--- config.mk ---
export PLATFORM = sky130hd
export DESIGN_NAME = maxmin_window_flat
export DESIGN_NICKNAME = d
export VERILOG_FILES = /design/src/rtl/maxmin_window_if.sv /design/src/rtl/maxmin_window.sv /design/src/flat_wrapper.sv
export SDC_FILE = /design/constraint.sdc
export NUM_CORES = 1
export LEC_CHECK = 0
export BUFFER_PORTS_ARGS = -buffer_cell sky130_fd_sc_hd__buf_2
export CORE_ASPECT_RATIO = 1.2
export CORE_UTILIZATION = 48
export CTS_CLUSTER_DIAMETER = 50
export CTS_CLUSTER_SIZE = 16
export DETAILED_ROUTE_END_ITERATION = 8
export GPL_ROUTABILITY_DRIVEN = 0
export PLACE_DENSITY = 0.64
export SETUP_SLACK_MARGIN = 0.3
export SLEW_MARGIN = 20
export SYNTH_ARGS = -nofsm -noshare
export SYNTH_HDL_FRONTEND = slang
export SYNTH_SLANG_ARGS = --single-unit
--- constraint.sdc ---
create_clock -name clk -period 8.3 [get_ports clk]
set_input_delay 1.66 -clock clk [delete_from_list [all_inputs] [get_ports clk]]
set_output_delay 1.66 -clock clk [all_outputs]
set_load 0.02 [all_outputs]
--- src/rtl/maxmin_window_if.sv ---
// Sample-in / statistic-out bundle for the block max/min/range/peak unit.
// The master drives samples and control; the slave returns results and status.
interface maxmin_window_if #(
  parameter int unsigned WIDTH = 16,
  parameter int unsigned IDX_W = 4
);

  logic             din_valid;
  logic [WIDTH-1:0] din;
  logic [1:0]       mode;
  logic             clear;
  logic [WIDTH:0]   dout;
  logic [IDX_W-1:0] dout_idx;
  logic             rdy;
  logic             busy;

  modport master (
    output din_valid,
    output din,
    output mode,
    output clear,
    input  dout,
    input  dout_idx,
    input  rdy,
    input  busy
  );

  modport slave (
    input  din_valid,
    input  din,
    input  mode,
    input  clear,
    output dout,
    output dout_idx,
    output rdy,
    output busy
  );

endinterface

--- src/rtl/maxmin_window.sv ---
// Block statistics over BLOCK_LEN valid samples: max, min, range or peak |x|,
// plus the in-block index of the winning sample. Blocks run back-to-back with
// no idle cycle between the last sample of one block and the first of the next.
module maxmin_window #(
  parameter int unsigned WIDTH     = 16,
  parameter int unsigned BLOCK_LEN = 16,
  parameter int unsigned SIGNED    = 1
) (
  input logic            clk,
  input logic            rst,
  maxmin_window_if.slave bus
);

  localparam int unsigned IDX_W = $clog2(BLOCK_LEN);
  localparam logic [IDX_W-1:0] LAST_IDX = IDX_W'(BLOCK_LEN - 1);

  typedef enum logic [0:0] {StIdle, StAcc} state_e;

  state_e           state_q;
  logic [IDX_W-1:0] count_q;
  logic [1:0]       mode_q;

  // Running values are kept in WIDTH+1 bits so signed and unsigned samples share
  // one signed comparator and range/peak never overflow.
  logic [WIDTH:0]   run_max_q;
  logic [WIDTH:0]   run_min_q;
  logic [WIDTH:0]   run_pk_q;
  logic [IDX_W-1:0] max_idx_q;
  logic [IDX_W-1:0] min_idx_q;
  logic [IDX_W-1:0] pk_idx_q;

  logic [WIDTH:0]   dout_q;
  logic [IDX_W-1:0] dout_idx_q;
  logic             rdy_q;
  logic             busy_q;

  logic [WIDTH:0]   sample_ext;
  logic [WIDTH:0]   sample_mag;
  logic [WIDTH:0]   nxt_max;
  logic [WIDTH:0]   nxt_min;
  logic [WIDTH:0]   nxt_pk;
  logic [IDX_W-1:0] nxt_max_idx;
  logic [IDX_W-1:0] nxt_min_idx;
  logic [IDX_W-1:0] nxt_pk_idx;
  logic [WIDTH:0]   result;
  logic [IDX_W-1:0] result_idx;
  logic             is_last;

  // Widen the incoming sample and take its magnitude; -2^(WIDTH-1) maps to +2^(WIDTH-1).
  always_comb begin
    sample_ext = '0;
    sample_mag = '0;
    if (SIGNED != 0) begin
      sample_ext = {bus.din[WIDTH-1], bus.din};
    end else begin
      sample_ext = {1'b0, bus.din};
    end
    if (sample_ext[WIDTH]) begin
      sample_mag = '0 - sample_ext;
    end else begin
      sample_mag = sample_ext;
    end
  end

  // Fold the current sample into the running statistics; strict compares keep
  // the earliest index on ties.
  always_comb begin
    nxt_max     = run_max_q;
    nxt_max_idx = max_idx_q;
    nxt_min     = run_min_q;
    nxt_min_idx = min_idx_q;
    nxt_pk      = run_pk_q;
    nxt_pk_idx  = pk_idx_q;
    if ($signed(sample_ext) > $signed(run_max_q)) begin
      nxt_max     = sample_ext;
      nxt_max_idx = count_q;
    end
    if ($signed(sample_ext) < $signed(run_min_q)) begin
      nxt_min     = sample_ext;
      nxt_min_idx = count_q;
    end
    if (sample_mag > run_pk_q) begin
      nxt_pk     = sample_mag;
      nxt_pk_idx = count_q;
    end
  end

  // Select the statistic for the block using the mode latched at its first sample.
  always_comb begin
    result     = '0;
    result_idx = '0;
    unique case (mode_q)
      2'b00: begin
        result     = nxt_max;
        result_idx = nxt_max_idx;
      end
      2'b01: begin
        result     = nxt_min;
        result_idx = nxt_min_idx;
      end
      2'b10: begin
        result     = nxt_max - nxt_min;
        result_idx = '0;
      end
      2'b11: begin
        result     = nxt_pk;
        result_idx = nxt_pk_idx;
      end
      default: begin
        result     = '0;
        result_idx = '0;
      end
    endcase
  end

  assign is_last = (state_q == StAcc) && (count_q == LAST_IDX);

  // Block FSM with registered result, rdy pulse and busy flag; clear beats everything.
  always_ff @(posedge clk or negedge rst) begin
    if (!rst) begin
      state_q    <= StIdle;
      count_q    <= '0;
      mode_q     <= 2'b00;
      run_max_q  <= '0;
      run_min_q  <= '0;
      run_pk_q   <= '0;
      max_idx_q  <= '0;
      min_idx_q  <= '0;
      pk_idx_q   <= '0;
      dout_q     <= '0;
      dout_idx_q <= '0;
      rdy_q      <= 1'b0;
      busy_q     <= 1'b0;
    end else begin
      rdy_q <= 1'b0;
      if (bus.clear) begin
        state_q <= StIdle;
        count_q <= '0;
        busy_q  <= 1'b0;
      end else begin
        unique case (state_q)
          StIdle: begin
            if (bus.din_valid) begin
              run_max_q <= sample_ext;
              run_min_q <= sample_ext;
              run_pk_q  <= sample_mag;
              max_idx_q <= '0;
              min_idx_q <= '0;
              pk_idx_q  <= '0;
              mode_q    <= bus.mode;
              count_q   <= IDX_W'(1);
              state_q   <= StAcc;
              busy_q    <= 1'b1;
            end
          end
          StAcc: begin
            if (bus.din_valid) begin
              if (is_last) begin
                dout_q     <= result;
                dout_idx_q <= result_idx;
                rdy_q      <= 1'b1;
                count_q    <= '0;
                state_q    <= StIdle;
                busy_q     <= 1'b0;
              end else begin
                run_max_q <= nxt_max;
                run_min_q <= nxt_min;
                run_pk_q  <= nxt_pk;
                max_idx_q <= nxt_max_idx;
                min_idx_q <= nxt_min_idx;
                pk_idx_q  <= nxt_pk_idx;
                count_q   <= count_q + IDX_W'(1);
              end
            end
          end
          default: begin
            state_q <= StIdle;
            count_q <= '0;
            busy_q  <= 1'b0;
          end
        endcase
      end
    end
  end

  assign bus.dout     = dout_q;
  assign bus.dout_idx = dout_idx_q;
  assign bus.rdy      = rdy_q;
  assign bus.busy     = busy_q;

endmodule

--- src/flat_wrapper.sv ---
// flat-port wrapper written by rule: the top's interface ports become plain ports
module maxmin_window_flat 
#(
  parameter int unsigned WIDTH     = 16,
  parameter int unsigned BLOCK_LEN = 16,
  parameter int unsigned SIGNED    = 1
)
  (clk, rst, bus_din_valid, bus_din, bus_mode, bus_clear, bus_dout, bus_dout_idx, bus_rdy, bus_busy);
  maxmin_window_if #(.WIDTH(WIDTH), .IDX_W((4))) bus_i ();
  input logic clk;
  input logic rst;
  input wire logic [$bits(bus_i.din_valid)-1:0] bus_din_valid;
  input wire logic [$bits(bus_i.din)-1:0] bus_din;
  input wire logic [$bits(bus_i.mode)-1:0] bus_mode;
  input wire logic [$bits(bus_i.clear)-1:0] bus_clear;
  output wire logic [$bits(bus_i.dout)-1:0] bus_dout;
  output wire logic [$bits(bus_i.dout_idx)-1:0] bus_dout_idx;
  output wire logic [$bits(bus_i.rdy)-1:0] bus_rdy;
  output wire logic [$bits(bus_i.busy)-1:0] bus_busy;
  assign bus_i.din_valid = bus_din_valid;
  assign bus_i.din = bus_din;
  assign bus_i.mode = bus_mode;
  assign bus_i.clear = bus_clear;
  assign bus_dout = bus_i.dout;
  assign bus_dout_idx = bus_i.dout_idx;
  assign bus_rdy = bus_i.rdy;
  assign bus_busy = bus_i.busy;
  maxmin_window #(.WIDTH(WIDTH), .BLOCK_LEN(BLOCK_LEN), .SIGNED(SIGNED)) u_core (.clk(clk), .rst(rst), .bus(bus_i));
endmodule
== Yosys cells after proc, flatten, opt, wreduce, memory -nomap -nowiden ==
Index checks and enable logic that the tools add are counted.

* Register bits after elaboration: 93
* Bits of input ports: 22
* Output and inout bits: 23
* Logic and storage cells: 87

* Add/sub/neg operators: 3
* Magnitude comparators: 3
* Eq/ne operators: 10
* Muxes and demuxes: 49
* Bitwise operators: 2
* Reductions and logical operators: 7

{| class="wikitable"
|+ Operators by type and width
! operator !! number
|-
| $mux W17 || 12
|-
| $pmux W17 S2 || 3
|-
| $pmux W17 S4 || 1
|-
| $mux W4 || 14
|-
| $pmux W4 S2 || 4
|-
| $gt A16 B17 Y1 || 1
|-
| $gt A17 B17 Y1 || 1
|-
| $lt A16 B17 Y1 || 1
|-
| $sub A1 B16 Y17 const A || 1
|-
| $sub A17 B17 Y17 || 1
|-
| $pmux W4 S4 || 1
|-
| $mux W1 || 12
|-
| $ne A3 B3 Y1 const B || 3
|-
| $reduce_and A4 Y1 || 2
|-
| $ne A2 B2 Y1 const B || 3
|-
| $reduce_and A3 Y1 || 2
|-
| $add A4 B1 Y4 const B || 1
|-
| $eq A2 B2 Y1 const B || 2
|-
| $eq A4 B4 Y1 const B || 1
|-
| $pmux W1 S2 || 2
|-
| $eq A2 B1 Y1 const B || 1
|-
| $logic_not A2 Y1 || 1
|-
| $not A1 Y1 || 2
|-
| $reduce_and A2 Y1 || 1
|-
| $logic_and A1 B1 Y1 || 1
|}

== Longest topological paths before layout ==
* Depth in word-level cells: 7
* Depth in mapped cells: 23
* Mapped depth without buffers: 20

== Worst setup path after synthesis ==
No wires, ideal clock.

* Kind: in2reg
* Start point: input port bus_din[15]
* End point: register u_core.dout_q[12] (netlist: u_core.bus.dout[12])
* Library setup time: 0.065 ns
* Arrival time: 5.683 ns
* Required time: 8.235 ns
* Path slack: 2.552 ns
* Cell stages on the path: 19
* Path buffers: 3
* Cells stage by stage: ha_1 a21oi_1 o21ai_0 a21oi_1 nand4_1 nand2_2 clkbuf_1 clkbuf_1 clkbuf_1 nor2_1 a21oi_1 ha_1 a21oi_1 o31ai_1 maj3_2 a211o_4 and3_1 or4_1 nand2_1

* Word-level cells in the longest chain between the ends: 5
* Elaborated cells on any way between the ends: 10
* Classes of those cells: add/sub (2); order compare (3); mux (5)

{| class="wikitable"
|+ RTL lines
! item !! line !! source
|-
| start, declared || flat_wrapper.sv:13 || <nowiki>input wire logic [$bits(bus_i.din)-1:0] bus_din;</nowiki>
|-
| $sub A1 B16 Y17 || maxmin_window.sv:59 || <nowiki>sample_mag = '0 - sample_ext;</nowiki>
|-
| $mux W17 || maxmin_window.sv:58 || <nowiki>if (sample_ext[WIDTH]) begin</nowiki>
|-
| $gt A17 B17 Y1 || maxmin_window.sv:82 || <nowiki>if (sample_mag > run_pk_q) begin</nowiki>
|-
| $mux W17 || maxmin_window.sv:82 ||
|-
| $pmux W17 S4 * || maxmin_window.sv:92 || <nowiki>unique case (mode_q)</nowiki>
|-
| end signal, assigned || maxmin_window.sv:159 || <nowiki>dout_q <= result;</nowiki>
|-
| end, declared || maxmin_window.sv:32 || <nowiki>logic [WIDTH:0] dout_q;</nowiki>
|}

Mark *: on every way between the ends. The rest lies on a longest branch, timed or not.
A chain may end at the register's enable or synchronous reset.

== Worst setup path in the final report ==
* Start point: input port bus_din[2]
* End point: register u_core.dout_q[4] (netlist: u_core.bus.dout[4])

The elaborated chain is that of the path after synthesis.

==> impl_results.md <==
* RSZ-0062 raised after global routing: false
* Initial antenna violation count at 0
* Clk sink count at 93
* Max Clock Skew at 0.0137 ns
* Post-synthesis adder-cell area fraction at 10.9%
* Fillers at roughly 1500
* Share of post-route cells with drive strength above 1 at 11.4%
* Syn Std Cell Area at 7620 um2
* Final #Nets at 1055
* Synth area leaders: dfrtp_1, ha_1, nand2_1
* Top-count cell post-synth: nand2_1
* Outcome: finished, final reports clean
* CTS tree: built
* Synth Warn # at 0
* Sw power at approximately 1.0 mW
* Syn Nets at 1050
* Most instantiated cells after synthesis: nand2_1, o21ai_0, dfrtp_1, a21oi_1, inv_1
* Combinational share of power at 55.3%
* Pin count of the biggest net entering global routing at 59
* CORE AREA at ~16000 um2
* # IOs at 45
* Site row count at 50
* Synthesized-area fraction occupied by and/or/nand/nor cells at between 10% and 20%
* DR vias/cell at 5.96
* Synthesized instance count at 966
* Synth top area share at a little under a third
* Pwr Density at 267 nW/um2
* Dpl hpwl at 16000 um
* Sequential share of power at 24.8%
* Residual DRC at 0
* Post-Route WL at 21900 um
* Fin crit share at 72.1%
* Setup repair bufs after CTS at 0
* Setup TNS at 0 ns
* Dpl cell area at 7950 um2
* Switching power share of the total at 45.5%
* Flop2flop setup slack at 3.47 ns
* Peak VDD IR at 0.108 mV
* FF+latch count, synth at 93
* Antenna Violating Nets Remaining at 0
* Clock Power Share at ~20%
* DP Cell Count at 1168
* P_leak at roughly 3.8 nW
* Fmax at 167 MHz
* # H-tree levels at 3
* Worst rel slew slack at 42.6%
* Synth Area in Compound Gates at 26.3%
* Die Height at 140 um
* Final setup fails at 0
* Post-synth EDFFs at 0
* Routed length per instance at 18.5 um
* Global route overflow at 0
* Hold Buf Count CTS at 0
* Worst Path Required at 8.55 ns
* Vias in the first global route at 6555
* Syn_area_per_cell at roughly 7.9 um2
* Sequential element share of the synthesized area at 30.5%
* Main combinational cell family by area after synthesis: compound AO/OA/AOI/OAI gates
* Post-cts resize count at 0
* Total global-route track usage at 28.1%
* Worst-Skew Late Latency at ~0.36 ns
* Final critical-path required period at 5.98 ns
* Final hold violations at 0
* # diodes at 0
* Port bufs at 44
* Synth unique cells at 85
* WP data arrival at 6.23 ns
* Worst Setup End Kind: flop
* Starting DRC count in detailed routing at ~620
* Critical path startpoint category: input pin
* Leading area contributor after synthesis: dfrtp_1
* Global-route wire length before repair at about 35000 um
* Die X at about 120 um
* Total die area at 16400 um2
* Post-Layout Cell Count at approximately 1200
* Area Growth Syn to Fin at 8.31%
* Initial Util at 48.9%
* Ys async rst share at between 90% and 100%
* DRT Pass-1 Iters at 5
* Bufs on Longest Clock Path at 2
* Top FF cell, synth: dfrtp_1
* Post-Synth XOR/XNOR Area at 2.64%
* Num CTS Buffers at 9
* Cell Int Power at 1.20 mW
* Fin. max-slew vios at 0
* Mux contribution to synthesized area at under 10%
* Clock Tree Root: clkbuf_16
* Vias at 7061
* Fin area at 8260 um2
* Hold WC Path Type: flop to flop
* Worst-path fanout max at 21
* WS Path Type: input pin to flop
* Pwr Total at 2.20 mW
* Worst-Margin Slew at between 0.8 and 0.9 ns
* Max Cap Viol at 0
* Clock-pin slew on the worst setup and hold paths at 0.07 ns
-- worst paths after layout --
check / start / depth (start not counted) / to
max: bus_din[2] / 20 / u_core.bus.dout[4]
min in group asynchronous: rst / 1 / u_core.bus.dout_idx[1]
max in group asynchronous: rst / 2 / u_core.run_min_q[10]
max reg2reg: u_core.run_max_q[4] / 19 / u_core.bus.dout[12]
min reg2reg: u_core.bus.dout_idx[3] / 2 / u_core.bus.dout_idx[3]
min: u_core.bus.dout_idx[3] / 2 / u_core.bus.dout_idx[3]
-- per-layer routing --
metal  part of all wire, %  GRT usage (%)  up-vias  wire length, um
li1                      -              -     3472                -
met1                    46           39.1     3343             9980
met4                   3.1           11.9        0              669
met2                    47           44.3      204            10300
met3                   4.3           2.64       42              951
met5                     0              0        -                0
-- power by group through the flow --
stage | combinational (mW) | clock, mW | sequential (mW)
6_report | 1.22 | 0.436 | 0.547
5_1_grt | 1.35 | 0.460 | 0.554
4_1_cts | 1.20 | 0.446 | 0.545
3_5_place_dp | 1.19 | 0 | 0.554
3_3_place_gp | 1.18 | 0 | 0.553
2_1_floorplan | 0.920 | 0 | 0.545
-- through the flow --
| stage | utilization, % | worst slack (ns) | hold WS (ns) |
|---|---|---|---|
| 2_1_floorplan | - | 2.55 | 0.450 |
| 3_3_place_gp | 51.1 | 2.01 | 0.455 |
| 3_5_place_dp | 51.1 | 2.00 | 0.465 |
| 4_1_cts | 53.0 | 2.35 | 0.483 |
| 5_1_grt | 53.0 | 1.91 | 0.515 |
| 6_report | 53.0 | 2.32 | 0.475 |
-- critical path: stages --
cell and delay, ns:
buf_2 0.17, nor4_1 0.44, nand2_1 0.14, or3_1 0.39
o31ai_1 0.26, xor2_1 0.24, inv_1 0.09, ha_1 0.30
a21o_1 0.17, a21oi_1 0.19, nand2_1 0.08, a2111o_1 0.33
nand2_1 0.10, a21o_1 0.66, buf_4 0.34, mux2i_1 0.20
nand2_1 0.07, o211ai_1 0.12, o311ai_1 0.12, o21a_1 0.15
-- cells in the final DEF (no fill, tap or decap), drive strengths merged, types with 5 or more instances in the layout --
cell    count
a211oi     10
o211ai      7
xnor2      14
maj3        5
a21o       16
clkbuf     11
a32oi       6
mux2i      22
and3        7
xor2        9
buf        57
a31oi      14
mux2        6
nand2     147
o21a        5
a21oi      82
nor4        5
nand3      29
o31ai       8
nor3       20
a22o        6
nand4      11
nand2b      9
nor2       62
inv        67
ha         62
nor2b       6
a32o        9
dfrtp      93
o21ai     105
-- area by class of cell --
cell class                      instances  area, um2  share of cell area [%]
Inverter                               67        253                    3.06
Tap cell                              208        260                    3.15
Clock inverter                          5       58.8                   0.712
Clock buffer                           11        243                    2.94
Multi-Input combinational cell        743       4790                    58.1
Sequential cell                        93       2330                    28.2
Timing Repair Buffer                   57        320                    3.88
-- state kept, by name (all words and copies together), names as in the netlist --
register,count
u_core.bus.dout,17
u_core.run_max_q,17
u_core.run_min_q,17
u_core.run_pk_q,17
u_core.bus.dout_idx,4
u_core.count_q,4
u_core.max_idx_q,4
u_core.min_idx_q,4
u_core.pk_idx_q,4
u_core.mode_q,2
u_core.bus.busy,1
u_core.bus.rdy,1
u_core.state_q,1
-- cell families (layout without fill, tap and decap cells) --
| logic type | after synthesis | count (layout) |
|---|---|---|
| compound gates | 312 | 312 |
| xor+xnor | 23 | 23 |
| fa+ha+maj | 67 | 67 |
| buf+inv | 130 | 140 |
| flops | 93 | 93 |
| mux | 29 | 29 |
| other cells | 1 | 1 |
| simple gates | 311 | 311 |
(Power assumes the default switching activity.)
